**src/rtl/uart_rx_fifo.sv**
```systemverilog
// UART 8N1 receiver: synchronised rx input, mid-bit sampling FSM, and a
// first-word-fall-through receive FIFO with sticky frame/overrun flags.
module uart_rx_fifo #(
   parameter int CLK_FREQ   = 50_000_000,
   parameter int BAUD       = 115200,
   parameter int FIFO_DEPTH = 16
) (
   input  logic                          clk,
   input  logic                          rst,
   input  logic                          rx,
   input  logic                          rd_en,
   output logic [7:0]                    rd_data,
   output logic                          rx_empty,
   output logic                          rx_full,
   output logic [$clog2(FIFO_DEPTH):0]   rx_count,
   output logic                          frame_err,
   output logic                          overrun,
   input  logic                          err_clr
);

   localparam int DIVISOR = CLK_FREQ / BAUD;
   localparam int CW      = $clog2(DIVISOR);
   localparam int AW      = $clog2(FIFO_DEPTH);
   localparam logic [CW-1:0] FULL_LOAD = CW'(DIVISOR - 1);
   localparam logic [CW-1:0] HALF_LOAD = CW'(DIVISOR / 2 - 1);
   localparam logic [AW:0]   DEPTH_CNT = (AW + 1)'(FIFO_DEPTH);

   typedef enum logic [1:0] {S_IDLE, S_START, S_DATA, S_STOP} state_e;

   state_e        state_q, state_d;
   logic          rx_meta_q, rx_s_q;
   logic [CW-1:0] cnt_q, cnt_d;
   logic [2:0]    bit_idx_q, bit_idx_d;
   logic [7:0]    shreg_q, shreg_d;
   logic          tick, push, frame_set;

   logic [7:0]    mem_q [FIFO_DEPTH];
   logic [7:0]    mem_d [FIFO_DEPTH];
   logic [AW-1:0] wr_ptr_q, wr_ptr_d, rd_ptr_q, rd_ptr_d;
   logic [AW:0]   count_q, count_d;
   logic          frame_err_q, frame_err_d, overrun_q, overrun_d;
   logic          do_pop, do_push, ovr_set;

   assign tick = (cnt_q == '0);

   // Receive FSM: counter reloads on every state entry, tick marks the sample point.
   always_comb begin
      state_d   = state_q;
      cnt_d     = tick ? cnt_q : cnt_q - CW'(1);
      bit_idx_d = bit_idx_q;
      shreg_d   = shreg_q;
      push      = 1'b0;
      frame_set = 1'b0;
      case (state_q)
         S_IDLE: begin
            if (!rx_s_q) begin
               state_d = S_START;
               cnt_d   = HALF_LOAD;
            end
         end
         S_START: begin
            if (tick) begin
               if (rx_s_q) begin
                  state_d = S_IDLE;
               end else begin
                  state_d   = S_DATA;
                  bit_idx_d = 3'd0;
                  cnt_d     = FULL_LOAD;
               end
            end
         end
         S_DATA: begin
            if (tick) begin
               shreg_d[bit_idx_q] = rx_s_q;
               cnt_d              = FULL_LOAD;
               if (bit_idx_q == 3'd7) state_d = S_STOP;
               else                   bit_idx_d = bit_idx_q + 3'd1;
            end
         end
         S_STOP: begin
            if (tick) begin
               state_d = S_IDLE;
               if (rx_s_q) push = 1'b1;
               else        frame_set = 1'b1;
            end
         end
         default: state_d = S_IDLE;
      endcase
   end

   // A pop in the same cycle frees the slot, so a push at full still lands.
   always_comb begin
      do_pop   = rd_en && (count_q != '0);
      do_push  = push && ((count_q != DEPTH_CNT) || do_pop);
      ovr_set  = push && (count_q == DEPTH_CNT) && !do_pop;
      mem_d    = mem_q;
      wr_ptr_d = wr_ptr_q;
      rd_ptr_d = rd_ptr_q;
      count_d  = count_q;
      if (do_push) begin
         mem_d[wr_ptr_q] = shreg_q;
         wr_ptr_d        = wr_ptr_q + AW'(1);
      end
      if (do_pop) rd_ptr_d = rd_ptr_q + AW'(1);
      if (do_push && !do_pop)      count_d = count_q + (AW + 1)'(1);
      else if (do_pop && !do_push) count_d = count_q - (AW + 1)'(1);
      frame_err_d = (frame_err_q && !err_clr) || frame_set;
      overrun_d   = (overrun_q && !err_clr) || ovr_set;
   end

   always_ff @(posedge clk) begin
      if (rst) begin
         rx_meta_q   <= 1'b1;
         rx_s_q      <= 1'b1;
         state_q     <= S_IDLE;
         cnt_q       <= '0;
         bit_idx_q   <= '0;
         shreg_q     <= '0;
         wr_ptr_q    <= '0;
         rd_ptr_q    <= '0;
         count_q     <= '0;
         frame_err_q <= 1'b0;
         overrun_q   <= 1'b0;
         for (int i = 0; i < FIFO_DEPTH; i++) mem_q[i] <= '0;
      end else begin
         rx_meta_q   <= rx;
         rx_s_q      <= rx_meta_q;
         state_q     <= state_d;
         cnt_q       <= cnt_d;
         bit_idx_q   <= bit_idx_d;
         shreg_q     <= shreg_d;
         wr_ptr_q    <= wr_ptr_d;
         rd_ptr_q    <= rd_ptr_d;
         count_q     <= count_d;
         frame_err_q <= frame_err_d;
         overrun_q   <= overrun_d;
         mem_q       <= mem_d;
      end
   end

   assign rd_data   = mem_q[rd_ptr_q];
   assign rx_empty  = (count_q == '0);
   assign rx_full   = (count_q == DEPTH_CNT);
   assign rx_count  = count_q;
   assign frame_err = frame_err_q;
   assign overrun   = overrun_q;

endmodule

```
**config.mk**
```make
export PLATFORM = sky130hd
export DESIGN_NAME = uart_rx_fifo
export DESIGN_NICKNAME = d
export VERILOG_FILES = /design/src/rtl/uart_rx_fifo.sv
export SDC_FILE = /design/constraint.sdc
export NUM_CORES = 1
export LEC_CHECK = 0
export ABC_AREA = 1
export CAP_MARGIN = 5
export CORE_MARGIN = 8
export CORE_UTILIZATION = 60
export CTS_CLUSTER_SIZE = 12
export DETAILED_ROUTE_END_ITERATION = 6
export PLACE_DENSITY = 0.78
export SLEW_MARGIN = 40
export SYNTH_ARGS = -nofsm -noshare
export SYNTH_HDL_FRONTEND = slang
export SYNTH_SLANG_ARGS = --single-unit
```
**constraint.sdc**
```tcl
create_clock -name clk -period 4.6 [get_ports clk]
set_input_delay 0.92 -clock clk [delete_from_list [all_inputs] [get_ports clk]]
set_output_delay 0.92 -clock clk [all_outputs]
set_load 0.01 [all_outputs]
```
Yosys cells after proc, flatten, opt, wreduce, memory -nomap -nowiden
Cells that the tools add are included.
Storage, ports and cells
  input bits: 5
  output and inout bits: 17
  logic and storage cells: 113
  register bits after elaboration: 167
Operators by class
  reductions and logical operators: 25
  order comparisons: 5
  bitwise logic cells: 2
  multiplexer cells: 35
  add/sub/neg operators: 6
  eq/ne operators: 13
Operators by type and width (count)
  $bwmux W128: 1
  $mux W9: 5
  $bmux W8 S4: 1
  $demux W8 S4: 1
  $pmux W9 S3: 1
  $mux W8: 3
  $ne A2 B2 Y1 const B: 7
  $mux W2: 6
  $mux W3: 4
  $ge A5 B5 Y1 const B: 2
  $logic_and A1 B1 Y1: 10
  $mux W5: 2
  $not A4 Y5: 2
  $reduce_and A5 Y1: 2
  $logic_not A9 Y1: 1
  $sub A9 B1 Y9 const B: 1
  $add A4 B1 Y4 const B: 2
  $bwmux W8: 1
  $pmux W2 S4: 1
  $mux W1: 7
  $pmux W3 S2: 1
  $add A5 B1 Y5 const B: 1
  $eq A5 B5 Y1 const B: 1
  $logic_not A5 Y1: 1
  other kinds (16): 22

Longest topological paths before layout
  word-level depth: 8
  gate-level depth with buffers: 16
  depth with buffers taken out: 15

Worst setup path before layout
OpenSTA, ideal clock, no wires.
  path kind: input port to flip-flop
  start: input port rd_en
  end: register count_q[4] (netlist: rx_count[4])
  path buffers: 1
  setup time: 0.070 ns
  arrival: 2.662 ns
  path slack: 1.867 ns
  cell stages on the path: 13
  cells stage by stage: nand3b_1 > inv_1 > nor2_4 > buf_2 > ha_1 > inv_1 > fa_1 > nand2_1 > nand2_1 > a21oi_1 > xor2_1 > nand2_1 > a21oi_1
Between the ends
  cells in the longest elaborated chain, start to end: 6
Ends and longest elaborated chain
  start: declaration: line 11  | input logic rd_en,
  $logic_and A1 B1 Y1 (*): line 93  | do_pop = rd_en && (count_q != '0);
  $logic_or A1 B1 Y1 (*): line 94  | do_push = push && ((count_q != DEPTH_CNT) || do_pop);
  $logic_and A1 B1 Y1 (*): line 94
  named net do_push: line 42  | logic do_pop, do_push, ovr_set;
  $logic_not A1 Y1: line 106  | else if (do_pop && !do_push) count_d = count_q - (AW + 1)'(1);
  $logic_and A1 B1 Y1: line 106
  $reduce_bool A2 Y1 (no source line)
  end signal: assignment: line 134  | count_q <= count_d;
  end: declaration: line 40  | logic [AW:0] count_q, count_d;
The timed path passes the listed nets; every way through them passes the cells marked *.
A chain may end at the register's enable or synchronous reset.

Worst setup path after layout
  start: register rd_ptr_q[0]
  end: output port rd_data[1]
Between the ends
  cells in the longest elaborated chain, start to end: 4
Ends and longest elaborated chain
  start: declaration: line 39  | logic [AW-1:0] wr_ptr_q, wr_ptr_d, rd_ptr_q, rd_ptr_d;
  start signal: assignment: line 133  | rd_ptr_q <= rd_ptr_d;
  $not A4 Y5 (not written as such): line 141  | assign rd_data = mem_q[rd_ptr_q];
  $bmux W8 S4: line 141
  $mux W8 (not written as such) (2 in a row): line 141
  end: declaration: line 12  | output logic [7:0] rd_data,
No other way between the ends. The select of a mux whose other input is x is not followed.

==> flow_summary.ini <==
[status]
status = finished clean

[setup_path]
start_kind = register
critPathMaxFanout = 41
arrival_ps = 2650
critPathKind = register to output pin
end_kind = output pin
cp.required_ps = 3680

[clock_tree]
clk_path_buf_depth = 2
cts_setup_buffers = 0
cts_resized = 0
clock_latency_ps = 430
cts-buffers-inserted = 17
root_buffer = clkbuf_16
clk_transition_reported_paths_ps = 60
h-tree-depth = 4
clock_sinks = 167
cts_hold_buffers = 0
cts_tree = yes

[synth]
synth_warnings = 0
synth_nets = 1195
avgSynthCellArea_sq_um = 7.08
yosys-top-cells-area = dfxtp_1, a21oi_1, nand2_1
yosysSeqAreaShare_pct = 40.2
synth.area.mux_share_pct = 0
synth_cell_types = 32
synth_top_cell_by_area = dfxtp_1
syn_area_sq_um = 8310
synth_top_area_share_pct = 40.2
synthFlopType = dfxtp_1
synth-compound-area-share_pct = 17.7
synthSimpleGateAreaFrac_pct = 30.6
synth-xor-area-share_pct = 0.948
synth_top_family_by_area = simple AND/OR/NAND/NOR gates
synthCells = 1175
synthAdderAreaFrac_pct = 2.35
synthArstFlopShare_pct = 0
synth_edf_count = 0
synth-seq-cells = 167

[timing]
tns_ps = 0
finalCritPeriodShare_pct = 77.6
worstMarginPinSlew_ps = 911
final.setup.worst_slack_ps = 1030
fin_crit_ps = 3570
setup_viol = 0
hold_viol_final = 0
clock.fmax_ghz = 0.280
slew-limit-headroom_pct = 39.2
slew_viol_final = 0
rsz0062_at_grt = no
clock_skew_ps = 6.82

[die]
die_h_um = 134
io_pins = 22
die-area_sq_um = 17900
core_sq_um = 13700
rows = 43
initial_core_util_pct = 60.6
fp.dieW_um = 134

[power]
p_leak_nw = 3.23
ir_drop_uv = 431
powerDensity_nw_per_um2 = 493
power.total_mw = 4.45

[final_layout]
final_nets = 1160
antenna_cells = 0
final_common_cell = nand2_1
postLayoutCellArea_sq_um = 9010
area.growth.synth_to_final_pct = 8.37
drive_gt1_share_pct = 6.08
mostFrequentLayoutCells = nand2_1, dfxtp_1, nor2_1

[drt]
vias = 8123
routed_wl_um = 22500
drt_iter0_markers = 1088
post-route-drc-count = 0
drt-pass1-iter-count = 6
wl_per_cell_um = 16.9
vias_per_cell = 6.10
detail-route-antenna-nets = 0

[grt]
grt_antenna_before_repair = 0
grt_pass1_vias = 7151
gr-total-overflow = 0
grt_max_degree = 119
grt_pass1_wl_um = 37200
grt_usage_pct = 25.3

[place]
preCtsSetupSlack_ps = 1420
gp_congestion = 0.905
port_buffers = 21
place_hpwl_um = 13600
place_area_sq_um = 8440

[hold_path]
hold_class = register to register

[flow_run]
drv_cap = 0
[path summary, 6_finish.rpt]
check / startpoint / end / depth (start not counted) / slack [ps]
setup reg to reg: cnt_q[0] / rx_count[4] / 16 / 1940
hold reg to reg: rx_meta_q / rx_s_q / 1 / 410
setup / recovery: rd_ptr_q[0] / rd_data[1] / 9 / 1030
hold / removal: rx_meta_q / rx_s_q / 1 / 410
[cells in the mapped netlist (4+ instances only)]
cell / instances
buf_8: 4
nand2_1: 199
xor2_1: 9
clkbuf_1: 42
nand3_1: 72
o21ai_0: 86
dfxtp_1: 167
nand4_1: 107
nor2_1: 157
o211ai_1: 35
a21oi_1: 152
inv_1: 53
buf_1: 8
buf_2: 27
ha_1: 14
nor2_2: 15
[metrics by stage]
stage,cells,hold WS [ps],utilization [%]
after global placement,1301,397,61.5
after floorplan,1175,389,-
after CTS,1332,409,65.7
after detailed placement,1301,395,61.5
after global routing,1332,438,65.7
final,1332,408,65.7
[flip-flops by register name, summed over array words and instances (netlist names), 3 cells and up, named ones only]
| name | cells |
|---|---|
| bit_idx_q | 3 |
| rx_count | 5 |
| shreg_q | 8 |
| wr_ptr_q | 4 |
| rd_ptr_q | 4 |
| cnt_q | 9 |
| mem_q | 128 |
[worst max-delay path, cell delays in order (launching register included)]
cell and delay [ps]:
dfxtp_2 320, inv_2 390, buf_12 290, nor2_1 70, nor2_1 80, o21ai_0 90
o211ai_1 130, nand3_1 170, nand2_1 110, clkdlybuf4s50_1 530
[per-layer routing]
layer | GRT usage (%) | routed length [um]
met5 | 0 | 0
met4 | 9.61 | 541
met3 | 5.05 | 1990
met2 | 37.5 | 9920
met1 | 35.2 | 10000
[report_power, final]
part           internal [mW]  switching [mW]
Clock                  0.851           0.574
Combinational          0.522           0.866
Sequential              1.52           0.116
Total                   2.89            1.56
[layout make-up]
class	count	area, sq um
clock inverters	8	124
flip-flops and latches	167	3350
fillers	1232	4710
well taps	180	225
clock buffers	23	448
multi-input cells	862	4300
inverters	58	218
repair buffers	34	343
[cell families (layout without fill, tap and decap cells)]
kind of cell               after synthesis  in the layout
adders and majority gates               15             15
buffers and inverters                  146            123
xor gates and xnor gates                 9              9
and+or+nand+nor                        562            562
AOI/OAI and AO/OA                      276            276
DFF                                    167            167
No activity file was read; power rests on OpenSTA's default activity.
